<file path="config.mk">
export PLATFORM = sky130hd
export DESIGN_NAME = rip_axi_master_ot_flat
export DESIGN_NICKNAME = d
export VERILOG_FILES = /design/src/rtl/rip_axi_master_ot_if.sv /design/src/rtl/rip_axi_master_ot.sv /design/src/flat_wrapper.sv
export SDC_FILE = /design/constraint.sdc
export NUM_CORES = 1
export LEC_CHECK = 0
export ABC_AREA = 1
export ABC_CLOCK_PERIOD_IN_PS = 3380
export BUFFER_PORTS_ARGS = -buffer_cell sky130_fd_sc_hd__buf_4
export CAP_MARGIN = 20
export CORE_ASPECT_RATIO = 0.75
export CORE_MARGIN = 2
export CORE_UTILIZATION = 28
export DETAILED_ROUTE_END_ITERATION = 8
export PLACE_DENSITY = 0.5
export SYNTH_ARGS = -nofsm -noshare
export SYNTH_HDL_FRONTEND = slang
export SYNTH_SLANG_ARGS = --single-unit
</file>
<file path="constraint.sdc">
create_clock -name clk -period 3.38 [get_ports clk]
set_input_delay 0.676 -clock clk [delete_from_list [all_inputs] [get_ports clk]]
set_output_delay 0.676 -clock clk [all_outputs]
set_load 0.01 [all_outputs]
</file>
<file path="src/rtl/rip_axi_master_ot_if.sv">
// AXI4 bus bundle shared by the rip masters and the rip_axi_interface fabric.
// Widths are set per instance; the master/slave modports fix signal direction.
interface rip_axi_interface #(
    parameter int ID_WIDTH   = 4,
    parameter int ADDR_WIDTH = 32,
    parameter int DATA_WIDTH = 32
);
    localparam int STRB_W = DATA_WIDTH / 8;

    logic [ID_WIDTH-1:0]   AWID;
    logic [ADDR_WIDTH-1:0] AWADDR;
    logic [7:0]            AWLEN;
    logic [2:0]            AWSIZE;
    logic [1:0]            AWBURST;
    logic                  AWLOCK;
    logic [3:0]            AWCACHE;
    logic [2:0]            AWPROT;
    logic                  AWVALID;
    logic                  AWREADY;

    logic [DATA_WIDTH-1:0] WDATA;
    logic [STRB_W-1:0]     WSTRB;
    logic                  WLAST;
    logic                  WVALID;
    logic                  WREADY;

    logic [ID_WIDTH-1:0]   BID;
    logic [1:0]            BRESP;
    logic                  BVALID;
    logic                  BREADY;

    logic [ID_WIDTH-1:0]   ARID;
    logic [ADDR_WIDTH-1:0] ARADDR;
    logic [7:0]            ARLEN;
    logic [2:0]            ARSIZE;
    logic [1:0]            ARBURST;
    logic                  ARLOCK;
    logic [3:0]            ARCACHE;
    logic [2:0]            ARPROT;
    logic                  ARVALID;
    logic                  ARREADY;

    logic [ID_WIDTH-1:0]   RID;
    logic [DATA_WIDTH-1:0] RDATA;
    logic [1:0]            RRESP;
    logic                  RLAST;
    logic                  RVALID;
    logic                  RREADY;

    modport master (
        output AWID, AWADDR, AWLEN, AWSIZE, AWBURST, AWLOCK, AWCACHE, AWPROT, AWVALID,
        input  AWREADY,
        output WDATA, WSTRB, WLAST, WVALID,
        input  WREADY,
        input  BID, BRESP, BVALID,
        output BREADY,
        output ARID, ARADDR, ARLEN, ARSIZE, ARBURST, ARLOCK, ARCACHE, ARPROT, ARVALID,
        input  ARREADY,
        input  RID, RDATA, RRESP, RLAST, RVALID,
        output RREADY
    );

    modport slave (
        input  AWID, AWADDR, AWLEN, AWSIZE, AWBURST, AWLOCK, AWCACHE, AWPROT, AWVALID,
        output AWREADY,
        input  WDATA, WSTRB, WLAST, WVALID,
        output WREADY,
        output BID, BRESP, BVALID,
        input  BREADY,
        input  ARID, ARADDR, ARLEN, ARSIZE, ARBURST, ARLOCK, ARCACHE, ARPROT, ARVALID,
        output ARREADY,
        output RID, RDATA, RRESP, RLAST, RVALID,
        input  RREADY
    );
endinterface

</file>
<file path="src/rtl/rip_axi_master_ot.sv">
// AXI4 master: one write burst at a time, up to MAX_OUTSTANDING read bursts in flight.
// Read data is streamed straight through from the R channel with caller backpressure.
module rip_axi_master_ot #(
    parameter int ID_WIDTH        = 4,
    parameter int AXI_ID          = 0,
    parameter int ADDR_WIDTH      = 32,
    parameter int DATA_WIDTH      = 32,
    parameter int MAX_BURST_LEN   = 8,
    parameter int MAX_OUTSTANDING = 4,
    parameter int LEN_W           = (MAX_BURST_LEN > 1) ? $clog2(MAX_BURST_LEN) : 1,
    parameter int OUT_W           = $clog2(MAX_OUTSTANDING + 1)
) (
    input  logic                                  clk,
    input  logic                                  rstn,
    output logic                                  wreq_ready,
    input  logic                                  wreq_valid,
    input  logic [ADDR_WIDTH-1:0]                 wreq_addr,
    input  logic [LEN_W-1:0]                      wreq_len,
    input  logic [DATA_WIDTH*MAX_BURST_LEN-1:0]   wreq_data,
    input  logic [DATA_WIDTH/8*MAX_BURST_LEN-1:0] wreq_strb,
    output logic                                  wdone,
    output logic [1:0]                            wresp,
    output logic                                  rreq_ready,
    input  logic                                  rreq_valid,
    input  logic [ADDR_WIDTH-1:0]                 rreq_addr,
    input  logic [LEN_W-1:0]                      rreq_len,
    output logic                                  rbeat_valid,
    input  logic                                  rbeat_ready,
    output logic [DATA_WIDTH-1:0]                 rbeat_data,
    output logic                                  rbeat_last,
    output logic [1:0]                            rbeat_resp,
    output logic [OUT_W-1:0]                      rd_outstanding,
    rip_axi_interface.master                      AXIM
);
    localparam int STRB_W = DATA_WIDTH / 8;

    typedef enum logic [1:0] {W_IDLE, W_XFER, W_RESP} wstate_e;

    wstate_e                                   wstate_q, wstate_d;
    logic                                      awvalid_q, awvalid_d;
    logic [ADDR_WIDTH-1:0]                     awaddr_q, awaddr_d;
    logic [7:0]                                awlen_q, awlen_d;
    logic                                      wvalid_q, wvalid_d;
    logic [DATA_WIDTH-1:0]                     wdata_q, wdata_d;
    logic [STRB_W-1:0]                         wstrb_q, wstrb_d;
    logic                                      wlast_q, wlast_d;
    logic                                      bready_q, bready_d;
    logic [MAX_BURST_LEN-1:0][DATA_WIDTH-1:0]  wbuf_data_q, wbuf_data_d;
    logic [MAX_BURST_LEN-1:0][STRB_W-1:0]      wbuf_strb_q, wbuf_strb_d;
    logic [LEN_W-1:0]                          wlen_q, wlen_d;
    logic [LEN_W-1:0]                          beat_cnt_q, beat_cnt_d;
    logic                                      aw_done_q, aw_done_d;
    logic                                      w_done_q, w_done_d;
    logic                                      wdone_q, wdone_d;
    logic [1:0]                                wresp_q, wresp_d;

    logic                                      arvalid_q;
    logic [ADDR_WIDTH-1:0]                     araddr_q;
    logic [7:0]                                arlen_q;
    logic [OUT_W-1:0]                          rd_out_q, rd_out_d;

    logic aw_fire, w_fire, ar_fire, r_last_fire, rd_dec;

    assign aw_fire     = awvalid_q & AXIM.AWREADY;
    assign w_fire      = wvalid_q & AXIM.WREADY;
    assign ar_fire     = arvalid_q & AXIM.ARREADY;
    assign r_last_fire = AXIM.RVALID & rbeat_ready & AXIM.RLAST;
    // A stray RLAST with nothing in flight is a slave protocol error and is dropped.
    assign rd_dec      = r_last_fire & (rd_out_q != '0);

    assign wreq_ready = (wstate_q == W_IDLE);
    assign wdone      = wdone_q;
    assign wresp      = wresp_q;

    always_comb begin
        wstate_d    = wstate_q;
        awvalid_d   = awvalid_q;
        awaddr_d    = awaddr_q;
        awlen_d     = awlen_q;
        wvalid_d    = wvalid_q;
        wdata_d     = wdata_q;
        wstrb_d     = wstrb_q;
        wlast_d     = wlast_q;
        bready_d    = bready_q;
        wbuf_data_d = wbuf_data_q;
        wbuf_strb_d = wbuf_strb_q;
        wlen_d      = wlen_q;
        beat_cnt_d  = beat_cnt_q;
        aw_done_d   = aw_done_q;
        w_done_d    = w_done_q;
        wdone_d     = 1'b0;
        wresp_d     = wresp_q;
        unique case (wstate_q)
            W_IDLE: begin
                if (wreq_valid) begin
                    wbuf_data_d = wreq_data;
                    wbuf_strb_d = wreq_strb;
                    wlen_d      = wreq_len;
                    awaddr_d    = wreq_addr;
                    awlen_d     = 8'(wreq_len);
                    awvalid_d   = 1'b1;
                    wvalid_d    = 1'b1;
                    wdata_d     = wreq_data[DATA_WIDTH-1:0];
                    wstrb_d     = wreq_strb[STRB_W-1:0];
                    wlast_d     = (wreq_len == '0);
                    beat_cnt_d  = LEN_W'(1);
                    aw_done_d   = 1'b0;
                    w_done_d    = 1'b0;
                    wstate_d    = W_XFER;
                end
            end
            W_XFER: begin
                if (aw_fire) begin
                    awvalid_d = 1'b0;
                    aw_done_d = 1'b1;
                end
                if (w_fire) begin
                    if (wlast_q) begin
                        wvalid_d = 1'b0;
                        w_done_d = 1'b1;
                    end else begin
                        wdata_d    = wbuf_data_q[beat_cnt_q];
                        wstrb_d    = wbuf_strb_q[beat_cnt_q];
                        wlast_d    = (beat_cnt_q == wlen_q);
                        beat_cnt_d = beat_cnt_q + 1'b1;
                    end
                end
                // AW and the last W may finish in either order or together.
                if (aw_done_d && w_done_d) begin
                    bready_d = 1'b1;
                    wstate_d = W_RESP;
                end
            end
            W_RESP: begin
                if (AXIM.BVALID) begin
                    bready_d = 1'b0;
                    wdone_d  = 1'b1;
                    wresp_d  = AXIM.BRESP;
                    wstate_d = W_IDLE;
                end
            end
            default: wstate_d = W_IDLE;
        endcase
    end

    always_ff @(posedge clk or negedge rstn) begin
        if (!rstn) begin
            wstate_q    <= W_IDLE;
            awvalid_q   <= 1'b0;
            awaddr_q    <= '0;
            awlen_q     <= '0;
            wvalid_q    <= 1'b0;
            wdata_q     <= '0;
            wstrb_q     <= '0;
            wlast_q     <= 1'b0;
            bready_q    <= 1'b0;
            wbuf_data_q <= '0;
            wbuf_strb_q <= '0;
            wlen_q      <= '0;
            beat_cnt_q  <= '0;
            aw_done_q   <= 1'b0;
            w_done_q    <= 1'b0;
            wdone_q     <= 1'b0;
            wresp_q     <= 2'b00;
        end else begin
            wstate_q    <= wstate_d;
            awvalid_q   <= awvalid_d;
            awaddr_q    <= awaddr_d;
            awlen_q     <= awlen_d;
            wvalid_q    <= wvalid_d;
            wdata_q     <= wdata_d;
            wstrb_q     <= wstrb_d;
            wlast_q     <= wlast_d;
            bready_q    <= bready_d;
            wbuf_data_q <= wbuf_data_d;
            wbuf_strb_q <= wbuf_strb_d;
            wlen_q      <= wlen_d;
            beat_cnt_q  <= beat_cnt_d;
            aw_done_q   <= aw_done_d;
            w_done_q    <= w_done_d;
            wdone_q     <= wdone_d;
            wresp_q     <= wresp_d;
        end
    end

    // Only one AR can be pending, so the counter can never pass MAX_OUTSTANDING.
    assign rreq_ready = !arvalid_q && (rd_out_q < OUT_W'(MAX_OUTSTANDING));

    always_comb begin
        rd_out_d = rd_out_q;
        unique case ({ar_fire, rd_dec})
            2'b10:   rd_out_d = rd_out_q + 1'b1;
            2'b01:   rd_out_d = rd_out_q - 1'b1;
            default: rd_out_d = rd_out_q;
        endcase
    end

    always_ff @(posedge clk or negedge rstn) begin
        if (!rstn) begin
            arvalid_q <= 1'b0;
            araddr_q  <= '0;
            arlen_q   <= '0;
            rd_out_q  <= '0;
        end else begin
            if (rreq_valid && rreq_ready) begin
                arvalid_q <= 1'b1;
                araddr_q  <= rreq_addr;
                arlen_q   <= 8'(rreq_len);
            end else if (ar_fire) begin
                arvalid_q <= 1'b0;
            end
            rd_out_q <= rd_out_d;
        end
    end

    assign rd_outstanding = rd_out_q;

    assign AXIM.AWID    = ID_WIDTH'(AXI_ID);
    assign AXIM.AWADDR  = awaddr_q;
    assign AXIM.AWLEN   = awlen_q;
    assign AXIM.AWSIZE  = 3'($clog2(STRB_W));
    assign AXIM.AWBURST = 2'b01;
    assign AXIM.AWLOCK  = 1'b0;
    assign AXIM.AWCACHE = 4'b0000;
    assign AXIM.AWPROT  = 3'b000;
    assign AXIM.AWVALID = awvalid_q;
    assign AXIM.WDATA   = wdata_q;
    assign AXIM.WSTRB   = wstrb_q;
    assign AXIM.WLAST   = wlast_q;
    assign AXIM.WVALID  = wvalid_q;
    assign AXIM.BREADY  = bready_q;

    assign AXIM.ARID    = ID_WIDTH'(AXI_ID);
    assign AXIM.ARADDR  = araddr_q;
    assign AXIM.ARLEN   = arlen_q;
    assign AXIM.ARSIZE  = 3'($clog2(STRB_W));
    assign AXIM.ARBURST = 2'b01;
    assign AXIM.ARLOCK  = 1'b0;
    assign AXIM.ARCACHE = 4'b0000;
    assign AXIM.ARPROT  = 3'b000;
    assign AXIM.ARVALID = arvalid_q;

    assign AXIM.RREADY  = rbeat_ready;
    assign rbeat_valid  = AXIM.RVALID;
    assign rbeat_data   = AXIM.RDATA;
    assign rbeat_last   = AXIM.RLAST;
    assign rbeat_resp   = AXIM.RRESP;
endmodule

</file>
<file path="src/flat_wrapper.sv">
// flat-port wrapper written by rule: the top's interface ports become plain ports
module rip_axi_master_ot_flat 
#(
    parameter int ID_WIDTH        = 4,
    parameter int AXI_ID          = 0,
    parameter int ADDR_WIDTH      = 32,
    parameter int DATA_WIDTH      = 32,
    parameter int MAX_BURST_LEN   = 8,
    parameter int MAX_OUTSTANDING = 4,
    parameter int LEN_W           = (MAX_BURST_LEN > 1) ? $clog2(MAX_BURST_LEN) : 1,
    parameter int OUT_W           = $clog2(MAX_OUTSTANDING + 1)
)
  (clk, rstn, wreq_ready, wreq_valid, wreq_addr, wreq_len, wreq_data, wreq_strb, wdone, wresp, rreq_ready, rreq_valid, rreq_addr, rreq_len, rbeat_valid, rbeat_ready, rbeat_data, rbeat_last, rbeat_resp, rd_outstanding, AXIM_AWID, AXIM_AWADDR, AXIM_AWLEN, AXIM_AWSIZE, AXIM_AWBURST, AXIM_AWLOCK, AXIM_AWCACHE, AXIM_AWPROT, AXIM_AWVALID, AXIM_AWREADY, AXIM_WDATA, AXIM_WSTRB, AXIM_WLAST, AXIM_WVALID, AXIM_WREADY, AXIM_BID, AXIM_BRESP, AXIM_BVALID, AXIM_BREADY, AXIM_ARID, AXIM_ARADDR, AXIM_ARLEN, AXIM_ARSIZE, AXIM_ARBURST, AXIM_ARLOCK, AXIM_ARCACHE, AXIM_ARPROT, AXIM_ARVALID, AXIM_ARREADY, AXIM_RID, AXIM_RDATA, AXIM_RRESP, AXIM_RLAST, AXIM_RVALID, AXIM_RREADY);
  rip_axi_interface #(.ID_WIDTH(ID_WIDTH), .ADDR_WIDTH(ADDR_WIDTH), .DATA_WIDTH(DATA_WIDTH)) AXIM_i ();
  input  logic clk;
  input  logic rstn;
  output logic wreq_ready;
  input  logic wreq_valid;
  input  logic [ADDR_WIDTH-1:0] wreq_addr;
  input  logic [LEN_W-1:0] wreq_len;
  input  logic [DATA_WIDTH*MAX_BURST_LEN-1:0] wreq_data;
  input  logic [DATA_WIDTH/8*MAX_BURST_LEN-1:0] wreq_strb;
  output logic wdone;
  output logic [1:0] wresp;
  output logic rreq_ready;
  input  logic rreq_valid;
  input  logic [ADDR_WIDTH-1:0] rreq_addr;
  input  logic [LEN_W-1:0] rreq_len;
  output logic rbeat_valid;
  input  logic rbeat_ready;
  output logic [DATA_WIDTH-1:0] rbeat_data;
  output logic rbeat_last;
  output logic [1:0] rbeat_resp;
  output logic [OUT_W-1:0] rd_outstanding;
  output wire logic [$bits(AXIM_i.AWID)-1:0] AXIM_AWID;
  output wire logic [$bits(AXIM_i.AWADDR)-1:0] AXIM_AWADDR;
  output wire logic [$bits(AXIM_i.AWLEN)-1:0] AXIM_AWLEN;
  output wire logic [$bits(AXIM_i.AWSIZE)-1:0] AXIM_AWSIZE;
  output wire logic [$bits(AXIM_i.AWBURST)-1:0] AXIM_AWBURST;
  output wire logic [$bits(AXIM_i.AWLOCK)-1:0] AXIM_AWLOCK;
  output wire logic [$bits(AXIM_i.AWCACHE)-1:0] AXIM_AWCACHE;
  output wire logic [$bits(AXIM_i.AWPROT)-1:0] AXIM_AWPROT;
  output wire logic [$bits(AXIM_i.AWVALID)-1:0] AXIM_AWVALID;
  input wire logic [$bits(AXIM_i.AWREADY)-1:0] AXIM_AWREADY;
  output wire logic [$bits(AXIM_i.WDATA)-1:0] AXIM_WDATA;
  output wire logic [$bits(AXIM_i.WSTRB)-1:0] AXIM_WSTRB;
  output wire logic [$bits(AXIM_i.WLAST)-1:0] AXIM_WLAST;
  output wire logic [$bits(AXIM_i.WVALID)-1:0] AXIM_WVALID;
  input wire logic [$bits(AXIM_i.WREADY)-1:0] AXIM_WREADY;
  input wire logic [$bits(AXIM_i.BID)-1:0] AXIM_BID;
  input wire logic [$bits(AXIM_i.BRESP)-1:0] AXIM_BRESP;
  input wire logic [$bits(AXIM_i.BVALID)-1:0] AXIM_BVALID;
  output wire logic [$bits(AXIM_i.BREADY)-1:0] AXIM_BREADY;
  output wire logic [$bits(AXIM_i.ARID)-1:0] AXIM_ARID;
  output wire logic [$bits(AXIM_i.ARADDR)-1:0] AXIM_ARADDR;
  output wire logic [$bits(AXIM_i.ARLEN)-1:0] AXIM_ARLEN;
  output wire logic [$bits(AXIM_i.ARSIZE)-1:0] AXIM_ARSIZE;
  output wire logic [$bits(AXIM_i.ARBURST)-1:0] AXIM_ARBURST;
  output wire logic [$bits(AXIM_i.ARLOCK)-1:0] AXIM_ARLOCK;
  output wire logic [$bits(AXIM_i.ARCACHE)-1:0] AXIM_ARCACHE;
  output wire logic [$bits(AXIM_i.ARPROT)-1:0] AXIM_ARPROT;
  output wire logic [$bits(AXIM_i.ARVALID)-1:0] AXIM_ARVALID;
  input wire logic [$bits(AXIM_i.ARREADY)-1:0] AXIM_ARREADY;
  input wire logic [$bits(AXIM_i.RID)-1:0] AXIM_RID;
  input wire logic [$bits(AXIM_i.RDATA)-1:0] AXIM_RDATA;
  input wire logic [$bits(AXIM_i.RRESP)-1:0] AXIM_RRESP;
  input wire logic [$bits(AXIM_i.RLAST)-1:0] AXIM_RLAST;
  input wire logic [$bits(AXIM_i.RVALID)-1:0] AXIM_RVALID;
  output wire logic [$bits(AXIM_i.RREADY)-1:0] AXIM_RREADY;
  assign AXIM_AWID = AXIM_i.AWID;
  assign AXIM_AWADDR = AXIM_i.AWADDR;
  assign AXIM_AWLEN = AXIM_i.AWLEN;
  assign AXIM_AWSIZE = AXIM_i.AWSIZE;
  assign AXIM_AWBURST = AXIM_i.AWBURST;
  assign AXIM_AWLOCK = AXIM_i.AWLOCK;
  assign AXIM_AWCACHE = AXIM_i.AWCACHE;
  assign AXIM_AWPROT = AXIM_i.AWPROT;
  assign AXIM_AWVALID = AXIM_i.AWVALID;
  assign AXIM_i.AWREADY = AXIM_AWREADY;
  assign AXIM_WDATA = AXIM_i.WDATA;
  assign AXIM_WSTRB = AXIM_i.WSTRB;
  assign AXIM_WLAST = AXIM_i.WLAST;
  assign AXIM_WVALID = AXIM_i.WVALID;
  assign AXIM_i.WREADY = AXIM_WREADY;
  assign AXIM_i.BID = AXIM_BID;
  assign AXIM_i.BRESP = AXIM_BRESP;
  assign AXIM_i.BVALID = AXIM_BVALID;
  assign AXIM_BREADY = AXIM_i.BREADY;
  assign AXIM_ARID = AXIM_i.ARID;
  assign AXIM_ARADDR = AXIM_i.ARADDR;
  assign AXIM_ARLEN = AXIM_i.ARLEN;
  assign AXIM_ARSIZE = AXIM_i.ARSIZE;
  assign AXIM_ARBURST = AXIM_i.ARBURST;
  assign AXIM_ARLOCK = AXIM_i.ARLOCK;
  assign AXIM_ARCACHE = AXIM_i.ARCACHE;
  assign AXIM_ARPROT = AXIM_i.ARPROT;
  assign AXIM_ARVALID = AXIM_i.ARVALID;
  assign AXIM_i.ARREADY = AXIM_ARREADY;
  assign AXIM_i.RID = AXIM_RID;
  assign AXIM_i.RDATA = AXIM_RDATA;
  assign AXIM_i.RRESP = AXIM_RRESP;
  assign AXIM_i.RLAST = AXIM_RLAST;
  assign AXIM_i.RVALID = AXIM_RVALID;
  assign AXIM_RREADY = AXIM_i.RREADY;
  rip_axi_master_ot #(.ID_WIDTH(ID_WIDTH), .AXI_ID(AXI_ID), .ADDR_WIDTH(ADDR_WIDTH), .DATA_WIDTH(DATA_WIDTH), .MAX_BURST_LEN(MAX_BURST_LEN), .MAX_OUTSTANDING(MAX_OUTSTANDING), .LEN_W(LEN_W), .OUT_W(OUT_W)) u_core (.clk(clk), .rstn(rstn), .wreq_ready(wreq_ready), .wreq_valid(wreq_valid), .wreq_addr(wreq_addr), .wreq_len(wreq_len), .wreq_data(wreq_data), .wreq_strb(wreq_strb), .wdone(wdone), .wresp(wresp), .rreq_ready(rreq_ready), .rreq_valid(rreq_valid), .rreq_addr(rreq_addr), .rreq_len(rreq_len), .rbeat_valid(rbeat_valid), .rbeat_ready(rbeat_ready), .rbeat_data(rbeat_data), .rbeat_last(rbeat_last), .rbeat_resp(rbeat_resp), .rd_outstanding(rd_outstanding), .AXIM(AXIM_i));
endmodule
</file>
==> results of run 1 <==
-- registers in the layout, indices dropped and copies added (netlist names) --
register	cells
u_core.wbuf_data_q	256
u_core.AXIM.WDATA	32
u_core.beat_cnt_q	3
u_core.wstate_q	2
u_core.AXIM.AWLEN	3
u_core.wresp	2
u_core.w_done_q	1
u_core.wdone	1
u_core.aw_done_q	1
u_core.wbuf_strb_q	32
u_core.AXIM.WVALID	1
u_core.AXIM.BREADY	1
u_core.AXIM.ARADDR	32
u_core.AXIM.WSTRB	4
u_core.AXIM.WLAST	1
u_core.AXIM.ARVALID	1
u_core.rd_outstanding	3
u_core.AXIM.AWVALID	1
u_core.AXIM.AWADDR	32
u_core.AXIM.ARLEN	3
-- routing by layer --
metal  track usage, %  share of wire (%)  vias up
li1                 -                  -     8159
met1             25.2                 46     8149
met2             28.5                 46      458
met3             3.81                6.4       78
met4             3.49                1.5       12
met5                0               0.11        -
-- cells in the final DEF, fill, tap and decap left out, types with 8 or more instances in the layout --
master / netlist / final
nand3_1: 286 / 286
o21ai_0: 251 / 251
mux2_2: 35 / 35
inv_1: 336 / 335
buf_12: 0 / 17
clkbuf_8: 0 / 8
nor2_1: 12 / 12
dfrtp_1: 412 / 409
clkbuf_1: 32 / 12
buf_4: 86 / 511
nand2_1: 801 / 801
o21ai_1: 44 / 44
conb_1: 2 / 44
clkbuf_16: 0 / 47
-- cells by family (layout without fill, tap and decap cells) --
group	count (synthesis)	after routing
AO/OA/AOI/OAI	301	301
multiplexers	35	35
AND/OR/NAND/NOR	1105	1105
adder cells (fa/ha/maj)	3	3
other	2	45
flip-flops	412	412
buffers and inverters	564	948
XOR/XNOR	2	2
-- worst max-delay path, stage by stage, from the launching register on --
cell	delay [ps]
dfrtp_4	700
inv_6	430
buf_4	410
nand2_1	90
nand3_1	80
nand3_1	140
nand3_1	140
nand2_1	50
-- worst max path at each step --
stage	start	to	slack, ps
2_1_floorplan	AXIM_RLAST	u_core.rd_outstanding[2]	1440
3_3_place_gp	u_core.beat_cnt_q[0]	u_core.AXIM.WDATA[21]	1160
3_5_place_dp	u_core.beat_cnt_q[0]	u_core.AXIM.WDATA[21]	1160
4_1_cts	u_core.beat_cnt_q[0]	u_core.AXIM.WDATA[9]	1140
5_1_grt	u_core.beat_cnt_q[0]	u_core.AXIM.WDATA[9]	960
6_report	u_core.beat_cnt_q[0]	u_core.AXIM.WDATA[7]	1110
-- cell type report --
| type | count | share of cell area, % |
|---|---|---|
| inverter | 341 | 5.19 |
| multi-input combinational | 1490 | 26.6 |
| tap | 892 | 4.45 |
| sequential | 412 | 41.1 |
| clock inverter | 11 | 0.658 |
| antenna | 1 | 0.00997 |
| clock buffer | 67 | 5.30 |
| timing repair buffer | 529 | 16.7 |
-- stage by stage --
step / total power [mW] / cell area (µm²) / util [%]
floorplan: 14.3 / 19600 / -
global placement: 17.8 / 23600 / 34.4
global route: 24.8 / 25100 / 36.6
finish: 22.9 / 25100 / 36.6
CTS: 23.2 / 25100 / 36.6
detailed placement: 18.0 / 23600 / 34.4
-- power breakdown --
part	switching, mW	leakage, nW	total, mW	internal (mW)
Sequential	0.997	5.05	8.32	7.32
Combinational	5.87	7.24	9.49	3.62
Clock	2.11	0.725	5.08	2.96
==> impl_metrics.csv, run 1 <==
group,metric,value,unit
grt,grt_overflow_total,0,
floorplan,die_y,232,µm
yosys,synthSimpleGateAreaFrac,23.3,%
route,drtIter0Drc,1048,
clock_tree,cts_hold_buf,0,
yosys,seq_area_frac_synth,53.1,%
clock_tree,cts.path.max_buffers,3,
yosys,ys_ff_latch,412,
hold_path,hold_class,"primary input to asynchronous set/reset pin",
sta,whs,91.3,ps
sta,fin_crit_sh,67.1,%
clock_tree,insertion_delay,580,ps
sta,worstMarginPinSlew,1000,ps
floorplan,pin_count,613,
job,maxCapViolations,0,
placed_design,gp_congestion,0.820,
yosys,synth_top_area_share,53.1,%
yosys,synthAdderAreaFrac,0.232,%
yosys,synth_common_cells,"801 x nand2_1, 412 x dfrtp_1, 336 x inv_1",
setup_path,worst_setup_path_end_kind,"register",
yosys,netlist_area,19400,µm²
floorplan,coreArea,68500,µm²
placed_design,dp.cells,3664,
final_layout,fin_nets,3237,
clock_tree,cts_setup_buffers,0,
yosys,ys.flop_type,"dfrtp_1",
clock_tree,path_clk_slew,60,ps
route,viasPerCell,4.50,
yosys,yosysUniqueCellTypes,28,
run_status,run_status,"finished clean",
grt,grt_max_degree,116,
route,ant_nets,0,
sta,finalSetupViolations,0,
setup_path,worstReg2RegEnd,"u_core.AXIM.WDATA[7]",
grt,grt_pass1_vias,17264,
sta,slew_violations,0,
yosys,yosysTopAreaCell,"dfrtp_1",
yosys,synth_mux_area_share,2.03,%
yosys,synth_edf_count,0,
floorplan,die_w,308,µm
placed_design,portBuffers,492,
yosys,yosysMostFrequentCell,"nand2_1",
clock_tree,cts_resized,0,
final_layout,n_fill_cell,7190,
placed_design,dp_hpwl,44000,µm
placed_design,place_ws,1160,ps
sta,slew-limit-headroom,33.0,%
sta,clock_skew,20.3,ps
route,wl_per_cell,17.4,µm
floorplan,dieArea,71500,µm²
sta,layout_min_cycle_time,2270,ps
pwr,pwr_density_cell,912,nW/µm²
grt,grt_use_total,17.9,%
route,drc,0,
yosys,netlist_instances,2424,
yosys,postSynthAreaPerCell,8.01,µm²
floorplan,rows,83,
clock_tree,cts_tree,"built",
final_layout,instances_no_fill,3743,
route,wirelength,65200,µm
route,dr.pass1.iters,5,
yosys,synth-compound-area-share,7.79,%
setup_path,crit_fanout,48,
sta,setup_tns,0,ps
setup_path,ff2ff_path_depth,7,
floorplan,initial_core_util,28.3,%
clock_tree,h-tree-depth,2,
yosys,synth_top_family_by_area,"simple AND/OR/NAND/NOR gates",
final_layout,drive_gt1_share,22.6,%
sta,rsz0062_at_grt,"false",
yosys,synth-xor-area-share,0.0902,%
sta,hold_viol,0,
final_layout,syn_to_final_growth,29.2,%
setup_path,crit_type,"register to register",
final_layout,seqCellArea,10300,µm²
sta,timing.fmax,441,MHz
yosys,async_reset_ff_share,100,%
clock_tree,clock-root-buffer,"clkbuf_16",
setup_path,crit_arrival,2730,ps
yosys,netlist_top_cells_area,"dfrtp_1 53%, nand2_1 15%, nand3_1 7.4%",
route,vias,16856,
setup_path,startpoint_type,"register",
yosys,ys_warn_count,0,
final_layout,multiInputGateArea,6670,µm²
setup_path,reg2reg_slack,1110,ps
grt,antenna_found_initial,8,
setup_path,cp.required,3840,ps
sta,setup_ws,1110,ps
clock_tree,cts_buffers,47,
pwr,ir_drop,0.000335,V
clock_tree,cts.sinks,412,
setup_path,reg2reg_from,"u_core.beat_cnt_q[0]",
pwr,leakagePower,13.0,nW
grt,grt_first_pass_wirelength,100000,µm
(Power assumes the default switching activity.)
==> inputs of run 2 (changes only) <==
ABC_CLOCK_PERIOD_IN_PS = 1820   (was 3380)
PLACE_DENSITY = 0.52   (was 0.5)
clock period = 1.82 ns   (was 3.38 ns; I/O delays follow)
==> run 2 against run 1 <==
Net effect:
- count of clock-buffer cells in the layout shrank 1
- maximum frequency grew 33%
- critical path type unchanged
- sequential cell count is the same
- global-route usage grew 0.37 points
- setup slack lost 1000 ps
- critical path depth grew 1
- sequential share of layout area shrank 5.2 points
- combinational power grew 99%
==> impl_metrics.csv, run 2 (same netlist as run 1, synthesis figures left out) <==
group,metric,value,unit
setup_path,startpoint_type,"register",
placed_design,dp_hpwl,44700,µm
route,viasPerCell,4.35,
sta,slew_violations,0,
placed_design,gp_congestion,0.796,
floorplan,initial_core_util,28.3,%
clock_tree,cts.sinks,412,
route,ant_nets,0,
sta,hold_viol,0,
clock_tree,cts_buffers,47,
grt,grt_use_total,18.3,%
floorplan,rows,83,
clock_tree,cts_setup_buffers,0,
hold_path,hold_class,"primary input to register",
setup_path,worstSetupStartpoint,"u_core.rd_outstanding[2]",
clock_tree,path_clk_slew,60,ps
floorplan,die_w,308,µm
setup_path,reg2reg_from,"u_core.rd_outstanding[2]",
clock_tree,clock-root-buffer,"clkbuf_16",
setup_path,reg2reg_slack,110,ps
sta,finalSetupViolations,0,
grt,grt_first_pass_wirelength,103000,µm
final_layout,instances_no_fill,4098,
final_layout,fin_nets,3586,
sta,rsz0062_at_grt,"false",
setup_path,crit_arrival,2160,ps
final_layout,fin_util,42.0,%
final_layout,final_cell_area,28800,µm²
clock_tree,insertion_delay,580,ps
route,vias,17816,
final_layout,drive_gt1_share,21.5,%
grt,grt_overflow_total,0,
route,drtIter0Drc,1194,
final_layout,largest_reg_flops,256,
clock_tree,cts_tree,"built",
route,wirelength,66400,µm
setup_path,cp.required,2270,ps
floorplan,pin_count,613,
sta,timing.fmax,584,MHz
sta,setup_ws,108,ps
hold_path,min_from,"wreq_data[180]",
sta,fin_crit_sh,94.1,%
grt,grt_pass1_vias,18207,
run_status,run_status,"finished clean",
floorplan,coreArea,68500,µm²
clock_tree,h-tree-depth,2,
route,wl_per_cell,16.2,µm
grt,grt_max_degree,70,
grt,antenna_found_initial,4,
final_layout,regMostFlops,"u_core.wbuf_data_q",
sta,layout_min_cycle_time,1710,ps
setup_path,crit_fanout,3,
pwr,leakagePower,14.6,nW
job,maxCapViolations,0,
route,dr.pass1.iters,5,
placed_design,portBuffers,492,
placed_design,placed_cell_area,24000,µm²
floorplan,dieArea,71500,µm²
final_layout,final_cell_mix,"801 x nand2_1, 534 x buf_4, 409 x dfrtp_1",
final_layout,final_common_cell,"nand2_1",
setup_path,crit_type,"register to register",
pwr,pwr_density_cell,1530,nW/µm²
clock_tree,cts.path.max_buffers,3,
sta,whs,41.2,ps
placed_design,dp.cells,3700,
route,drc,0,
placed_design,place_ws,-13.5,ps
final_layout,syn_to_final_growth,48.1,%
setup_path,worst_setup_path_end_kind,"register",
pwr,ir_drop,0.000619,V
sta,clock_skew,20.8,ps
floorplan,die_y,232,µm
## run 2: cell count changes in the layout (fill, tap and decap cells not counted), sizes merged, moves of 2 or more
cell	change
dlygate4sd3	+313
buf	+36
inv	-2
clkinv	+7
diode	+3
clkinvlp	-2
## run 2: per-stage QoR
step	power, mW	TNS, ps
floorplan	26.6	0
global placement	33.6	-68.1
detailed placement	33.9	-13.5
CTS	44.6	0
global route	47.8	0
finish	44.0	0
## run 2: report_power, final
part	switching (mW)	internal [mW]
sequential	1.63	13.6
clock	4.01	5.90
combinational	11.2	7.70
## run 2: metal layers
metal / GRT usage [%] / routed length, µm / vias to the layer above
met5: 0 / 16 / -
met4: 4.48 / 1410 / 2
met3: 3.77 / 3880 / 91
met2: 28.9 / 29900 / 466
met1: 25.6 / 31200 / 8387
li1: - / - / 8870
## run 2: cell type report
| type | instances | area (µm²) |
|---|---|---|
| repair buffers | 878 | 7760 |
| inverters | 341 | 1300 |
| fillers | 6789 | 39800 |
| flip-flops and latches | 412 | 10300 |
| multi-input cells | 1490 | 6670 |
| clock inverters | 15 | 198 |
| diodes | 4 | 10.0 |
| well taps | 892 | 1120 |
| clock buffers | 66 | 1400 |
## run 2: worst paths after layout
kind                                                  to  cells after the start
worst max-delay path            u_core.rd_outstanding[2]                      8
worst min-delay path             u_core.wbuf_data_q[180]                      3
worst max register to register  u_core.rd_outstanding[2]                      8
worst min register to register     u_core.AXIM.AWADDR[3]                      2
max in group asynchronous           u_core.beat_cnt_q[1]                      4
min in group asynchronous        u_core.wbuf_data_q[134]                      2
## run 2: worst max-delay path: stages, from the launching register on
cell	delay, ps
dfrtp_1	380
inv_1	80
a31oi_1	140
ha_1	170
inv_1	60
fa_1	390
a21oi_1	150
o21ai_1	80
xor2_1	140
## run 2: repair_timing
item	in CTS	in global routing
gates resized for setup	0	1
setup endpoints to repair	0	1
hold buffers	313	0
hold endpoints to repair	399	0
